===== config.mk =====
export PLATFORM = sky130hd
export DESIGN_NAME = posit_pack_round_pipe
export DESIGN_NICKNAME = d
export VERILOG_FILES = /design/src/rtl/posit_pack_round_pipe.sv
export SDC_FILE = /design/constraint.sdc
export NUM_CORES = 1
export LEC_CHECK = 0
export ABC_AREA = 0
export CORE_ASPECT_RATIO = 0.5
export CORE_UTILIZATION = 62
export DETAILED_ROUTE_END_ITERATION = 8
export PLACE_DENSITY_LB_ADDON = 0.12
export RECOVER_POWER = 25
export SETUP_SLACK_MARGIN = 0.15
export SKIP_LAST_GASP = 1
export SYNTH_ARGS = -nofsm -noshare
export SYNTH_HDL_FRONTEND = slang
export SYNTH_SLANG_ARGS = --single-unit

===== constraint.sdc =====
create_clock -name clk -period 20.1 [get_ports clk]
set_input_delay 4.02 -clock clk [delete_from_list [all_inputs] [get_ports clk]]
set_output_delay 4.02 -clock clk [all_outputs]
set_load 0.05 [all_outputs]

===== src/rtl/posit_pack_round_pipe.sv =====
// Two-stage posit packer: stage 1 assembles the regime/exponent/fraction
// string and truncates it, stage 2 applies round-to-nearest-even, the
// minpos/maxpos guards, the sign and the zero/NaR specials.
module posit_pack_round_pipe #(
  parameter int BITS = 32,
  parameter int ES   = 3
) (
  input  logic                        clk,
  input  logic                        rst,
  input  logic                        in_valid,
  output logic                        in_ready,
  input  logic                        in_sign,
  input  logic [BITS-1:0]             in_seed,
  input  logic [((ES > 0) ? ES : 1)-1:0] in_exp,
  input  logic [BITS-1:0]             in_frac,
  input  logic                        in_sticky,
  input  logic                        in_zero,
  input  logic                        in_nar,
  output logic                        out_valid,
  input  logic                        out_ready,
  output logic [BITS-1:0]             out_posit,
  output logic                        out_inexact
);

  // Full string: longest regime (BITS-1) followed by exponent and fraction.
  localparam int L  = (BITS - 1) + ES + BITS;
  localparam int TW = ES + BITS;
  localparam int SW = $clog2(L + 1);

  localparam logic signed [BITS-1:0] KMAX = BITS'(BITS - 2);
  localparam logic signed [BITS-1:0] KMIN = -KMAX;

  // Handshake
  logic s2_drains;
  logic s1_moves;

  // Stage 1 combinational build
  logic [TW-1:0]          tail;
  logic [L-1:0]           tail_la;
  logic signed [BITS-1:0] seed;
  logic signed [BITS-1:0] k;
  logic                   sat_pos;
  logic                   sat_neg;
  logic [SW-1:0]          run_len;
  logic [SW-1:0]          rlen;
  logic [L-1:0]           regime;
  logic [L-1:0]           full;
  logic [BITS-2:0]        b_m;
  logic                   b_guard;
  logic                   b_sticky;

  // Stage 1 registers
  logic                   s1_valid_q,  s1_valid_d;
  logic [BITS-2:0]        s1_m_q,      s1_m_d;
  logic                   s1_guard_q,  s1_guard_d;
  logic                   s1_sticky_q, s1_sticky_d;
  logic                   s1_sign_q,   s1_sign_d;
  logic                   s1_zero_q,   s1_zero_d;
  logic                   s1_nar_q,    s1_nar_d;
  logic                   s1_sat_q,    s1_sat_d;

  // Stage 2 combinational round and registers
  logic                   inc;
  logic [BITS-2:0]        m_rnd;
  logic [BITS-1:0]        mag;
  logic [BITS-1:0]        r_posit;
  logic                   r_inexact;
  logic                   s2_valid_q,    s2_valid_d;
  logic [BITS-1:0]        out_posit_q,   out_posit_d;
  logic                   out_inexact_q, out_inexact_d;

  assign s2_drains = !s2_valid_q || out_ready;
  assign s1_moves  = s1_valid_q && s2_drains;
  assign in_ready  = !s1_valid_q || s1_moves;

  // Exponent bits (if any) sit directly in front of the fraction.
  generate
    if (ES > 0) begin : g_exp
      assign tail = {in_exp[ES-1:0], in_frac};
    end else begin : g_noexp
      assign tail = in_frac;
    end
  endgenerate

  assign tail_la = {tail, {(BITS-1){1'b0}}};

  // Clamp k, build the regime string, truncate to BITS-1 bits plus guard/sticky.
  always_comb begin
    // NOTE: every signal gets a value on every path so no latch is inferred.
    seed    = $signed(in_seed);
    sat_pos = seed > KMAX;
    sat_neg = seed < KMIN;
    k       = sat_pos ? KMAX : (sat_neg ? KMIN : seed);
    run_len = '0;
    rlen    = '0;
    regime  = '0;
    if (!k[BITS-1]) begin
      // k+1 ones, then a terminating zero unless the field is already full.
      run_len = SW'(k) + SW'(1);
      regime  = ~({L{1'b1}} >> run_len);
      rlen    = (k == KMAX) ? run_len : run_len + SW'(1);
    end else begin
      // -k zeros, then a terminating one.
      run_len = SW'(-k);
      regime  = {1'b1, {(L-1){1'b0}}} >> run_len;
      rlen    = run_len + SW'(1);
    end
    full     = regime | (tail_la >> rlen);
    b_m      = full[L-1 -: BITS-1];
    b_guard  = full[L-BITS];
    b_sticky = (|full[L-BITS-1:0]) | in_sticky;
    // A clamped k means the true value lies beyond the boundary posit.
    if (sat_pos || sat_neg) begin
      b_guard  = 1'b1;
      b_sticky = 1'b1;
    end
  end

  // Stage 1 next state: load on acceptance, otherwise hold or empty.
  always_comb begin
    s1_valid_d  = s1_valid_q;
    s1_m_d      = s1_m_q;
    s1_guard_d  = s1_guard_q;
    s1_sticky_d = s1_sticky_q;
    s1_sign_d   = s1_sign_q;
    s1_zero_d   = s1_zero_q;
    s1_nar_d    = s1_nar_q;
    s1_sat_d    = s1_sat_q;
    if (in_ready) begin
      s1_valid_d = in_valid;
      if (in_valid) begin
        s1_m_d      = b_m;
        s1_guard_d  = b_guard;
        s1_sticky_d = b_sticky;
        s1_sign_d   = in_sign;
        s1_zero_d   = in_zero;
        s1_nar_d    = in_nar;
        s1_sat_d    = sat_pos || sat_neg;
      end
    end
  end

  // Round to nearest even, keep within [minpos, maxpos], apply sign and specials.
  always_comb begin
    // The clamp already picked the boundary value, so saturated beats never move.
    inc   = s1_guard_q && (s1_m_q[0] || s1_sticky_q) && !s1_sat_q && !(&s1_m_q);
    m_rnd = s1_m_q + {{(BITS-2){1'b0}}, inc};
    if (m_rnd == '0) begin
      m_rnd = {{(BITS-2){1'b0}}, 1'b1};
    end
    mag       = {1'b0, m_rnd};
    r_posit   = s1_sign_q ? -mag : mag;
    r_inexact = s1_guard_q || s1_sticky_q;
    if (s1_nar_q) begin
      r_posit   = {1'b1, {(BITS-1){1'b0}}};
      r_inexact = 1'b0;
    end else if (s1_zero_q) begin
      r_posit   = '0;
      r_inexact = 1'b0;
    end
  end

  // Stage 2 next state: refill whenever the output slot drains.
  always_comb begin
    s2_valid_d    = s2_valid_q;
    out_posit_d   = out_posit_q;
    out_inexact_d = out_inexact_q;
    if (s2_drains) begin
      s2_valid_d = s1_valid_q;
      if (s1_valid_q) begin
        out_posit_d   = r_posit;
        out_inexact_d = r_inexact;
      end
    end
  end

  // Control and output state with synchronous reset.
  always_ff @(posedge clk) begin
    // NOTE: sequential state uses non-blocking assignments only.
    if (rst) begin
      s1_valid_q    <= 1'b0;
      s2_valid_q    <= 1'b0;
      out_posit_q   <= '0;
      out_inexact_q <= 1'b0;
    end else begin
      s1_valid_q    <= s1_valid_d;
      s2_valid_q    <= s2_valid_d;
      out_posit_q   <= out_posit_d;
      out_inexact_q <= out_inexact_d;
    end
  end

  // Stage 1 payload.
  always_ff @(posedge clk) begin
    // NOTE: payload is qualified by s1_valid_q, so it needs no reset.
    s1_m_q      <= s1_m_d;
    s1_guard_q  <= s1_guard_d;
    s1_sticky_q <= s1_sticky_d;
    s1_sign_q   <= s1_sign_d;
    s1_zero_q   <= s1_zero_d;
    s1_nar_q    <= s1_nar_d;
    s1_sat_q    <= s1_sat_d;
  end

  assign out_valid   = s2_valid_q;
  assign out_posit   = out_posit_q;
  assign out_inexact = out_inexact_q;

endmodule


==> metrics.txt <==
outcome finished with violations; failing checks DRC, capacitance limit, slew limit; Row Count 29; Ant. Diodes 0; max capacitance violation total 1; CP required 20.19 ns; placed inst area 9360 um2; WP data arrival ~12 ns; clock root cell clkbuf_16; power per cell area 64.23 nW/um2; CTS Hold Bufs 0; worst setup margin between 8 and 9 ns; Routed WL roughly 30,000 um; DP HPWL 21,480 um; skew final just over 0.007 ns; Area Growth Syn to Fin 16.48%; first-pass GRT wire length 47,240 um; via count 9,948; commonest non-fill, non-tap cell in the layout nand2_1; Clk network pwr share 29.0%; worst hold path type reg2reg; Max H-tree Level 3; Synth Register Bits 72; clk sinks 72; Clock Path Buffers 2; fraction of met3 tracks used by global routing 8.487%; crit end category flop; final cell count without fillers 1,348; xor/xnor share of the synthesized area 7.578%; largest family of logic cells by synthesized area simple AND/OR/NAND/NOR gates; Initial Util 64.60%; Clk Latency, worst-skew pair roughly 0.34 ns; CP peak stage delay 0.65 ns; fmax around 86 MHz; Synth Area in Compound Gates between 20% and 30%; Post-synth EDFFs 37; RSZ-0062 raised after global routing false; top-area cell type share of the netlist area between 10% and 20%; post-CTS setup buffers 0; Syn Inst Count between 1,000 and 1,500; post-route antenna net violation count 0; VDD IR max 0.04463 mV; Pre-antenna DRT Iters 9; Net Sw Power 243.2 uW; Max FO, Critical Path 46; clock buffer count from CTS 9; sequential share of power 28.4%; Placed Cells 1,332; share of post-route cells with drive strength above 1 around 5.4%; leakage power around 3.3 nW; Post-Synth Simple-Gate Area 29.92%; Routed WL per cell 22.29 um; Netlist cell types 83; die height 83.92 um; IO Port Bufs 109; Mapped Area 8322 um2; Synth async-reset ratio 0%; met2 GRT Util around two thirds; initial antenna violation count 0; Least-Margin Pin Slew 1.838 ns; DIE WIDTH 165.8 um; GRT Overall Usage between 40 and 50%; largest net degree at the start of global routing 47; placeable core area 12,880 um2; Ys Warns 0; Post-CTS Resized 0; TNS Setup 0 ns; GPL Wtd Cong 1.095; DRC viols 10; Sw Ratio 39.06%; synth top area cells edfxtp_1 13%, dfxtp_1 8.4%, xnor2_1 5.2%, nand2_1 5.1%, nor2_1 4.8%; Period Utilization, post-route 58.01%; vias in the first global route just under 9,000; commonest non-fill, non-tap cells in the layout 112 x nand2_1, 107 x nor2_1, 104 x clkdlybuf4s50_1, 77 x nand3_1, 75 x o21ai_0; CTS clock-pin slew for the worst setup and hold paths 0.06 ns; Vias/cell ~7.4; busiest layer in global routing met2; I/O Pins 110; Largest register FFs 32; Synth Net Count 1,211; pre-CTS WS approximately 8.4 ns; ys flop type edfxtp_1; Pwr Total 622.5 uW; Pint 379.3 uW; Comb power frac 42.6%; mux cell area share after synthesis 5.849%; Die Area 13,920 um2; Syn Area/Cell about 7.4 um2; CTS tree built; worst rel slew slack -22.56%; fin nets around 1,300; crit path kind in2reg; DR iter-0 viols 1,984; Final Critical Period around 12 ns; post-synthesis sequential area ratio 21.77%; Max Transition Viols Final 38; area leader, netlist edfxtp_1; Critical-path top delay cell clkdlybuf4s50_1; Fin. Hold Viols 0; post-route design area 9693 um2; remaining global-route overflow 0; Synth Area in Adders under 10%; type of origin of the critical path input pin; final setup vio count 0; GR met1 Demand/Resource a little under three fifths
==> cells by family after synthesis <==
family	count (synthesis)
AO/OA/AOI/OAI	328
XOR/XNOR	72
adder cells (fa/ha/maj)	14
buffers and inverters	102
flip-flops	72
multiplexers	46
AND/OR/NAND/NOR	488
==> final cells by class <==
cell class	count	area (um2)
sequential	72	1812
fill	921	3188
timing repair buffer	119	1162
clock buffer	10	229.0
clock inverter	6	107.6
inverter	23	88.84
multi-input combinational	948	6081
tap	170	212.7
==> final timing paths <==
kind | start | end | slack (ns) | depth (start not counted)
max | in_seed[2] | s1_sticky_q$_SDFFCE_PP1P_ | 8.44 | 26
min | out_inexact$_SDFFE_PP0P_ | out_inexact$_SDFFE_PP0P_ | 0.49 | 2
max reg2reg | s1_m_q[9]$_DFFE_PP_ | out_posit[10]$_SDFFE_PP0P_ | 13.23 | 27
min reg2reg | out_inexact$_SDFFE_PP0P_ | out_inexact$_SDFFE_PP0P_ | 0.49 | 2
==> through the flow <==
stage / utilization, % / hold WS [ns]
2_1_floorplan: - / 0.4868
6_report: 75.25 / 0.4895
4_1_cts: 75.28 / 0.4933
3_3_place_gp: 72.67 / 0.4381
5_1_grt: 75.25 / 0.5277
3_5_place_dp: 72.67 / 0.4616
==> critical path, delay by kind of cell <==
family | cells | cell delay, ns
AO/OA/AOI/OAI | 12 | 3.04
adder cells (fa/ha/maj) | 3 | 1.37
buffers and inverters | 1 | 0.65
AND/OR/NAND/NOR | 10 | 2.63
==> routing by layer <==
| layer | vias up | share of wire [%] | wire (um) |
|---|---|---|---|
| met2 | 926 | 42 | 12730 |
| met1 | 4488 | 39 | 11830 |
| met4 | 0 | 4.8 | 1455 |
| li1 | 4361 | - | - |
| met3 | 173 | 13 | 4029 |
| met5 | - | 0 | 0 |
==> power groups by stage <==
stage          Combinational, mW  Sequential, mW  Clock [mW]
2_1_floorplan              0.171           0.179           0
3_3_place_gp               0.246           0.178           0
3_5_place_dp               0.248           0.179           0
4_1_cts                    0.251           0.176       0.180
5_1_grt                    0.277           0.178       0.187
6_report                   0.265           0.177       0.181
==> cell usage after synthesis (all sizes together), types with 24 or more instances <==
cell,count
edfxtp,37
buf,25
nor2,108
nand2,114
nand3,77
nand4,26
clkbuf,54
a21oi,60
a22oi,38
xnor2,49
dfxtp,35
mux2i,34
and3,24
nor3,47
o21ai,78
Note: power is estimated with default switching activity, not from simulation.
